<file path="config.mk">
export PLATFORM = sky130hd
export DESIGN_NAME = adder_share_arbiter_flat
export DESIGN_NICKNAME = d
export VERILOG_FILES = /design/src/rtl/adder_share_arbiter_if.sv /design/src/rtl/adder_share_arbiter.sv /design/src/flat_wrapper.sv
export SDC_FILE = /design/constraint.sdc
export NUM_CORES = 1
export LEC_CHECK = 0
export ABC_AREA = 1
export CAP_MARGIN = 10
export CORE_MARGIN = 5
export CORE_UTILIZATION = 42
export CTS_BUF_LIST = sky130_fd_sc_hd__clkbuf_8 sky130_fd_sc_hd__clkbuf_16
export CTS_CLUSTER_SIZE = 10
export DETAILED_ROUTE_END_ITERATION = 8
export PLACE_DENSITY = 0.84
export RECOVER_POWER = 50
export SYNTH_ARGS = -nofsm -noshare
export SYNTH_HDL_FRONTEND = slang
export SYNTH_SLANG_ARGS = --single-unit
</file>
<file path="constraint.sdc">
create_clock -name clk -period 4.2 [get_ports clk]
set_input_delay 0.84 -clock clk [delete_from_list [all_inputs] [get_ports clk]]
set_output_delay 0.84 -clock clk [all_outputs]
set_load 0.005 [all_outputs]
</file>
<file path="src/rtl/adder_share_arbiter_if.sv">
// Request/response/adder bundle for adder_share_arbiter.
// The slave side is the arbiter; the master side holds the requesters, response sink and the shared adder.
interface adder_share_arbiter_if #(
    parameter int unsigned WIDTH = 8,
    parameter int unsigned NREQ  = 4,
    parameter int unsigned IDW   = 2
);
    logic [NREQ-1:0]       req_valid;
    logic [NREQ-1:0]       req_ready;
    logic [NREQ*WIDTH-1:0] req_a;
    logic [NREQ*WIDTH-1:0] req_b;
    logic [WIDTH-1:0]      add_a;
    logic [WIDTH-1:0]      add_b;
    logic [WIDTH:0]        add_s;
    logic                  rsp_valid;
    logic                  rsp_ready;
    logic [IDW-1:0]        rsp_id;
    logic [WIDTH:0]        rsp_sum;

    modport master (
        output req_valid, req_a, req_b, rsp_ready, add_s,
        input  req_ready, add_a, add_b, rsp_valid, rsp_id, rsp_sum
    );

    modport slave (
        input  req_valid, req_a, req_b, rsp_ready, add_s,
        output req_ready, add_a, add_b, rsp_valid, rsp_id, rsp_sum
    );
endinterface

</file>
<file path="src/rtl/adder_share_arbiter.sv">
// Round-robin arbiter sharing one external combinational adder among NREQ requesters.
// One transaction in flight: grant -> ISSUE (adder settles) -> RESP (held until rsp_ready).
module adder_share_arbiter #(
    parameter int unsigned WIDTH = 8,
    parameter int unsigned NREQ  = 4,
    parameter int unsigned IDW   = 2
) (
    input logic                  clk,
    input logic                  rst,
    adder_share_arbiter_if.slave bus
);

    typedef enum logic [1:0] {
        IDLE  = 2'd0,
        ISSUE = 2'd1,
        RESP  = 2'd2
    } state_e;

    state_e           state_q, state_d;
    logic [IDW-1:0]   ptr_q, ptr_d;
    logic [IDW-1:0]   id_q, id_d;
    logic [WIDTH-1:0] add_a_q, add_a_d;
    logic [WIDTH-1:0] add_b_q, add_b_d;
    logic             rsp_valid_q, rsp_valid_d;
    logic [IDW-1:0]   rsp_id_q, rsp_id_d;
    logic [WIDTH:0]   rsp_sum_q, rsp_sum_d;

    logic             accept_ok;
    logic             grant_found;
    logic [IDW-1:0]   grant_idx;
    logic [IDW-1:0]   cand;
    logic             take;
    logic [NREQ-1:0]  req_ready_c;
    logic [WIDTH-1:0] sel_a;
    logic [WIDTH-1:0] sel_b;

    // Rotating priority search starting at ptr; NREQ is a power of 2 so IDW-bit add wraps.
    always_comb begin
        grant_found = 1'b0;
        grant_idx   = '0;
        cand        = '0;
        for (int k = 0; k < NREQ; k++) begin
            cand = ptr_q + IDW'(k);
            if (!grant_found && bus.req_valid[cand]) begin
                grant_found = 1'b1;
                grant_idx   = cand;
            end
        end
    end

    always_comb begin
        sel_a = '0;
        sel_b = '0;
        for (int k = 0; k < NREQ; k++) begin
            if (IDW'(k) == grant_idx) begin
                sel_a = bus.req_a[k*WIDTH +: WIDTH];
                sel_b = bus.req_b[k*WIDTH +: WIDTH];
            end
        end
    end

    // Reset forces req_ready low in the reset cycle itself.
    assign accept_ok = !rst && ((state_q == IDLE) || ((state_q == RESP) && bus.rsp_ready));
    assign take      = accept_ok && grant_found;

    always_comb begin
        req_ready_c            = '0;
        req_ready_c[grant_idx] = take;
    end

    // Next-state and datapath updates.
    always_comb begin
        state_d     = state_q;
        ptr_d       = ptr_q;
        id_d        = id_q;
        add_a_d     = add_a_q;
        add_b_d     = add_b_q;
        rsp_valid_d = rsp_valid_q;
        rsp_id_d    = rsp_id_q;
        rsp_sum_d   = rsp_sum_q;

        case (state_q)
            IDLE: begin
                state_d = IDLE;
            end
            ISSUE: begin
                rsp_sum_d   = bus.add_s;
                rsp_id_d    = id_q;
                rsp_valid_d = 1'b1;
                state_d     = RESP;
            end
            RESP: begin
                if (bus.rsp_ready) begin
                    rsp_valid_d = 1'b0;
                    state_d     = IDLE;
                end
            end
            default: begin
                state_d = IDLE;
            end
        endcase

        if (take) begin
            add_a_d = sel_a;
            add_b_d = sel_b;
            id_d    = grant_idx;
            ptr_d   = grant_idx + IDW'(1);
            state_d = ISSUE;
        end
    end

    always_ff @(posedge clk) begin
        if (rst) begin
            state_q     <= IDLE;
            ptr_q       <= '0;
            id_q        <= '0;
            add_a_q     <= '0;
            add_b_q     <= '0;
            rsp_valid_q <= 1'b0;
            rsp_id_q    <= '0;
            rsp_sum_q   <= '0;
        end else begin
            state_q     <= state_d;
            ptr_q       <= ptr_d;
            id_q        <= id_d;
            add_a_q     <= add_a_d;
            add_b_q     <= add_b_d;
            rsp_valid_q <= rsp_valid_d;
            rsp_id_q    <= rsp_id_d;
            rsp_sum_q   <= rsp_sum_d;
        end
    end

    assign bus.req_ready = req_ready_c;
    assign bus.add_a     = add_a_q;
    assign bus.add_b     = add_b_q;
    assign bus.rsp_valid = rsp_valid_q;
    assign bus.rsp_id    = rsp_id_q;
    assign bus.rsp_sum   = rsp_sum_q;

endmodule
</file>
<file path="src/flat_wrapper.sv">
// flat-port wrapper written by rule: the top's interface ports become plain ports
module adder_share_arbiter_flat 
#(
    parameter int unsigned WIDTH = 8,
    parameter int unsigned NREQ  = 4,
    parameter int unsigned IDW   = 2
)
  (clk, rst, bus_req_valid, bus_req_a, bus_req_b, bus_rsp_ready, bus_add_s, bus_req_ready, bus_add_a, bus_add_b, bus_rsp_valid, bus_rsp_id, bus_rsp_sum);
  adder_share_arbiter_if #(.WIDTH(WIDTH), .NREQ(NREQ), .IDW(IDW)) bus_i ();
  input logic clk;
  input logic rst;
  input wire logic [$bits(bus_i.req_valid)-1:0] bus_req_valid;
  input wire logic [$bits(bus_i.req_a)-1:0] bus_req_a;
  input wire logic [$bits(bus_i.req_b)-1:0] bus_req_b;
  input wire logic [$bits(bus_i.rsp_ready)-1:0] bus_rsp_ready;
  input wire logic [$bits(bus_i.add_s)-1:0] bus_add_s;
  output wire logic [$bits(bus_i.req_ready)-1:0] bus_req_ready;
  output wire logic [$bits(bus_i.add_a)-1:0] bus_add_a;
  output wire logic [$bits(bus_i.add_b)-1:0] bus_add_b;
  output wire logic [$bits(bus_i.rsp_valid)-1:0] bus_rsp_valid;
  output wire logic [$bits(bus_i.rsp_id)-1:0] bus_rsp_id;
  output wire logic [$bits(bus_i.rsp_sum)-1:0] bus_rsp_sum;
  assign bus_i.req_valid = bus_req_valid;
  assign bus_i.req_a = bus_req_a;
  assign bus_i.req_b = bus_req_b;
  assign bus_i.rsp_ready = bus_rsp_ready;
  assign bus_i.add_s = bus_add_s;
  assign bus_req_ready = bus_i.req_ready;
  assign bus_add_a = bus_i.add_a;
  assign bus_add_b = bus_i.add_b;
  assign bus_rsp_valid = bus_i.rsp_valid;
  assign bus_rsp_id = bus_i.rsp_id;
  assign bus_rsp_sum = bus_i.rsp_sum;
  adder_share_arbiter #(.WIDTH(WIDTH), .NREQ(NREQ), .IDW(IDW)) u_core (.clk(clk), .rst(rst), .bus(bus_i));
endmodule
</file>
==> results.py <==
metrics = {
    "run_status": {
        "status": "finished clean",
    },
    "route": {
        "viasPerCell": 4.96,
        "first_pass_iters": 4,
        "route.detailed.drc": 0,
        "wirelength_mm": 5.95,
        "wl_per_cell_um": 12.3,
        "drt.antenna.violating_nets": 0,
        "initialDrtViolationCount": 151,
        "vias": 2398,
    },
    "synth": {
        "synth_area_leader_cell": "dfxtp_1",
        "synth_nets": 408,
        "ys.flop_type": "dfxtp_1",
        "yosysWarningCount": 0,
        "syn_area_mm2": 0.00200,
        "yosys-top-cells-area": "dfxtp_1, nand2_1, o21ai_0",
        "netlist_top_cells_count": "nand2_1, o21ai_0, dfxtp_1",
        "synth_top_area_share_pct": 34.1,
        "ys_seq_elements": 34,
        "synth_edf_count": 0,
        "syn_area_per_cell_um2": 6.17,
        "yosysMostFrequentCell": "nand2_1",
        "synthArstFlopShare_pct": 0,
        "netlist_instances": 324,
        "synth-seq-area-share_pct": 34.1,
        "ys_types": 26,
    },
    "grt": {
        "grt_first_pass_wirelength_mm": 9.43,
        "grt_pass1_vias": 2174,
        "antenna_found_initial": 0,
        "grt_max_degree": 33,
        "track_usage_pct": 18.6,
        "grt_overflow_total": 0,
    },
    "final_layout": {
        "synthToLayoutAreaGrowth_pct": 60.4,
        "diodes": 0,
        "drive_above_1_share_pct": 5.83,
        "fillers": 412,
        "fin_cells": 483,
        "fin_nets": 512,
    },
    "clocking": {
        "cts.sinks": 34,
        "cts_hold_buf": 0,
        "cts_htree_levels": 2,
        "worstSkewPairLatency_ns": 0.28,
        "cts_tree": "built",
        "cts_resized": 0,
        "post_cts_buffers": 0,
        "numCtsBuffers": 5,
        "ctsRootBufferMaster": "clkbuf_8",
        "clk_pin_slew_ns": 0.07,
        "clock_path_buffers": 2,
    },
    "worst_setup_path": {
        "critical_path_required_ns": 3.36,
        "cp-end-kind": "primary output",
        "path_max_fanout": 5,
        "crit_type": "input port to primary output",
        "critPathArrivalTime_ns": 3.06,
        "start_kind": "input port",
    },
    "placement": {
        "dp.cells": 475,
        "port_buffers": 111,
        "place.gp.congestion": 0.932,
        "place_hpwl_mm": 4.75,
    },
    "sta": {
        "worst_slew_pin_slew_ns": 0.827,
        "slew_headroom_pct": 44.8,
        "period_minus_slack_ns": 3.90,
        "max_freq_mhz": 256,
        "setup-tns-final_ns": 0,
        "fin_crit_sh_pct": 93.0,
        "rsz0062_at_grt": "no",
        "setup_viol": 0,
        "finalClockSkew_ns": 0.00510,
        "drv_slew": 0,
        "hold_violations": 0,
    },
    "floorplanning": {
        "core_area_mm2": 0.00466,
        "die-height_um": 79.0,
        "start_util_pct": 42.9,
        "die_area_mm2": 0.00624,
        "die_x_um": 79.0,
        "io_pins": 112,
        "rows": 25,
    },
    "pwr": {
        "power_density_mw_per_mm2": 707,
        "seqPwrFrac_pct": 21.2,
        "swShare_pct": 47.6,
        "peakVddDrop_uv": 461,
        "p_switching_w": 0.00108,
        "p_clk_share_pct": 10.5,
        "combPwrFrac_pct": 68.3,
        "power.internal_w": 0.00119,
        "total_leakage_power_nw": 1.51,
        "p_total_w": 0.00227,
    },
    "hold_path": {
        "hold_path_class": "register to register",
    },
    "flow_run": {
        "maxCapViolCount": 0,
    },
}
[cell families after synthesis]
kind of cell,synth area share [%]
AND/OR/NAND/NOR,36.3
buffers and inverters,9.27
adder cells (fa/ha/maj),2.50
flip-flops,34.1
AO/OA/AOI/OAI,17.9
[state kept, by name, summed over array words and instances, names as in the netlist]
| name | flops |
|---|---|
| u_core.bus.add_b | 8 |
| u_core.bus.add_a | 8 |
| u_core.bus.rsp_valid | 1 |
| u_core.ptr_q | 2 |
| u_core.bus.rsp_sum | 9 |
| u_core.id_q | 2 |
| u_core.state_q | 2 |
| u_core.bus.rsp_id | 2 |
[routing by layer]
layer  wire length, um  share of wire, %  track usage [%]  vias to the layer above
met2              2890                49             31.9                       95
met4                66               1.1             4.64                        0
met5                 0                 0                0                        -
met1              2340                39             20.8                     1052
met3               657                11             8.73                        7
li1                  -                 -                -                     1244
[critical path, stage by stage]
cell             delay, ns
clkdlybuf4s50_1       0.41
inv_1                 0.06
nand2_1               0.06
nand3_1               0.16
nand2_2               0.08
nor2_4                0.15
nand2_1               0.09
nand3_1               0.09
nand3_1               0.15
inv_1                 0.11
ha_1                  0.18
inv_1                 0.05
nor2_1                0.10
clkdlybuf4s50_1       0.53
[metrics by stage]
stage                     hold slack [ns]  utilization, %  setup WS (ns)  instance area, um2
after global placement              0.420            66.8          0.351                3110
after detailed placement            0.429            66.8          0.308                3110
final                               0.433            68.8          0.296                3210
after floorplan                     0.410               -          0.867                2000
after CTS                           0.437            68.8          0.300                3210
after global routing                0.471            68.8         0.0976                3210
[cell usage in the layout (no fill, tap or decap)]
cell,synthesis,routed
nand2_1,112,112
a31oi_1,1,1
a21oi_2,1,1
dlygate4sd3_1,0,30
dfxtp_1,34,34
clkinv_2,0,1
nor2_2,1,1
nand2_2,5,5
a211oi_1,1,1
nor2_4,1,1
nand4_1,1,1
clkbuf_8,0,6
clkdlybuf4s50_1,0,81
clkinv_1,1,1
inv_2,3,3
o21ai_0,37,37
nand2_4,1,1
o21ai_1,12,12
nor2_1,26,26
nand3_1,26,26
buf_4,2,4
nand3_2,1,1
inv_4,1,1
ha_1,4,4
a21oi_1,18,18
inv_1,19,20
[worst paths after layout]
path                                        from                               end  slack, ns  cells past startpoint
setup / recovery                bus_req_valid[3]                  bus_req_ready[3]       0.30                     14
hold / removal    u_core.state_q[0]$_SDFFE_PP0P_    u_core.state_q[1]$_SDFFE_PP0P_       0.43                      1
setup reg to reg    u_core.ptr_q[0]$_SDFFE_PP0P_  u_core.bus.add_a[6]$_SDFFE_PP0P_       1.06                     20
hold reg to reg   u_core.state_q[0]$_SDFFE_PP0P_    u_core.state_q[1]$_SDFFE_PP0P_       0.43                      1
[power by group through the flow]
stage	combinational, W	sequential [W]	clock [W]
floorplan	0.00109	0.000482	0
global placement	0.00156	0.000487	0
detailed placement	0.00158	0.000490	0
CTS	0.00158	0.000483	0.000243
global route	0.00178	0.000492	0.000258
finish	0.00155	0.000480	0.000238
[area by class of cell]
class | count | area, um2 | share of cell area, %
clock inverters | 2 | 8.76 | 0.273
clock buffers | 6 | 82.6 | 2.58
inverters | 24 | 92.6 | 2.89
repair buffers | 115 | 1140 | 35.6
multi-input cells | 248 | 1130 | 35.3
well taps | 54 | 67.6 | 2.11
flip-flops and latches | 34 | 681 | 21.2
No activity file was read; power rests on OpenSTA's default activity.
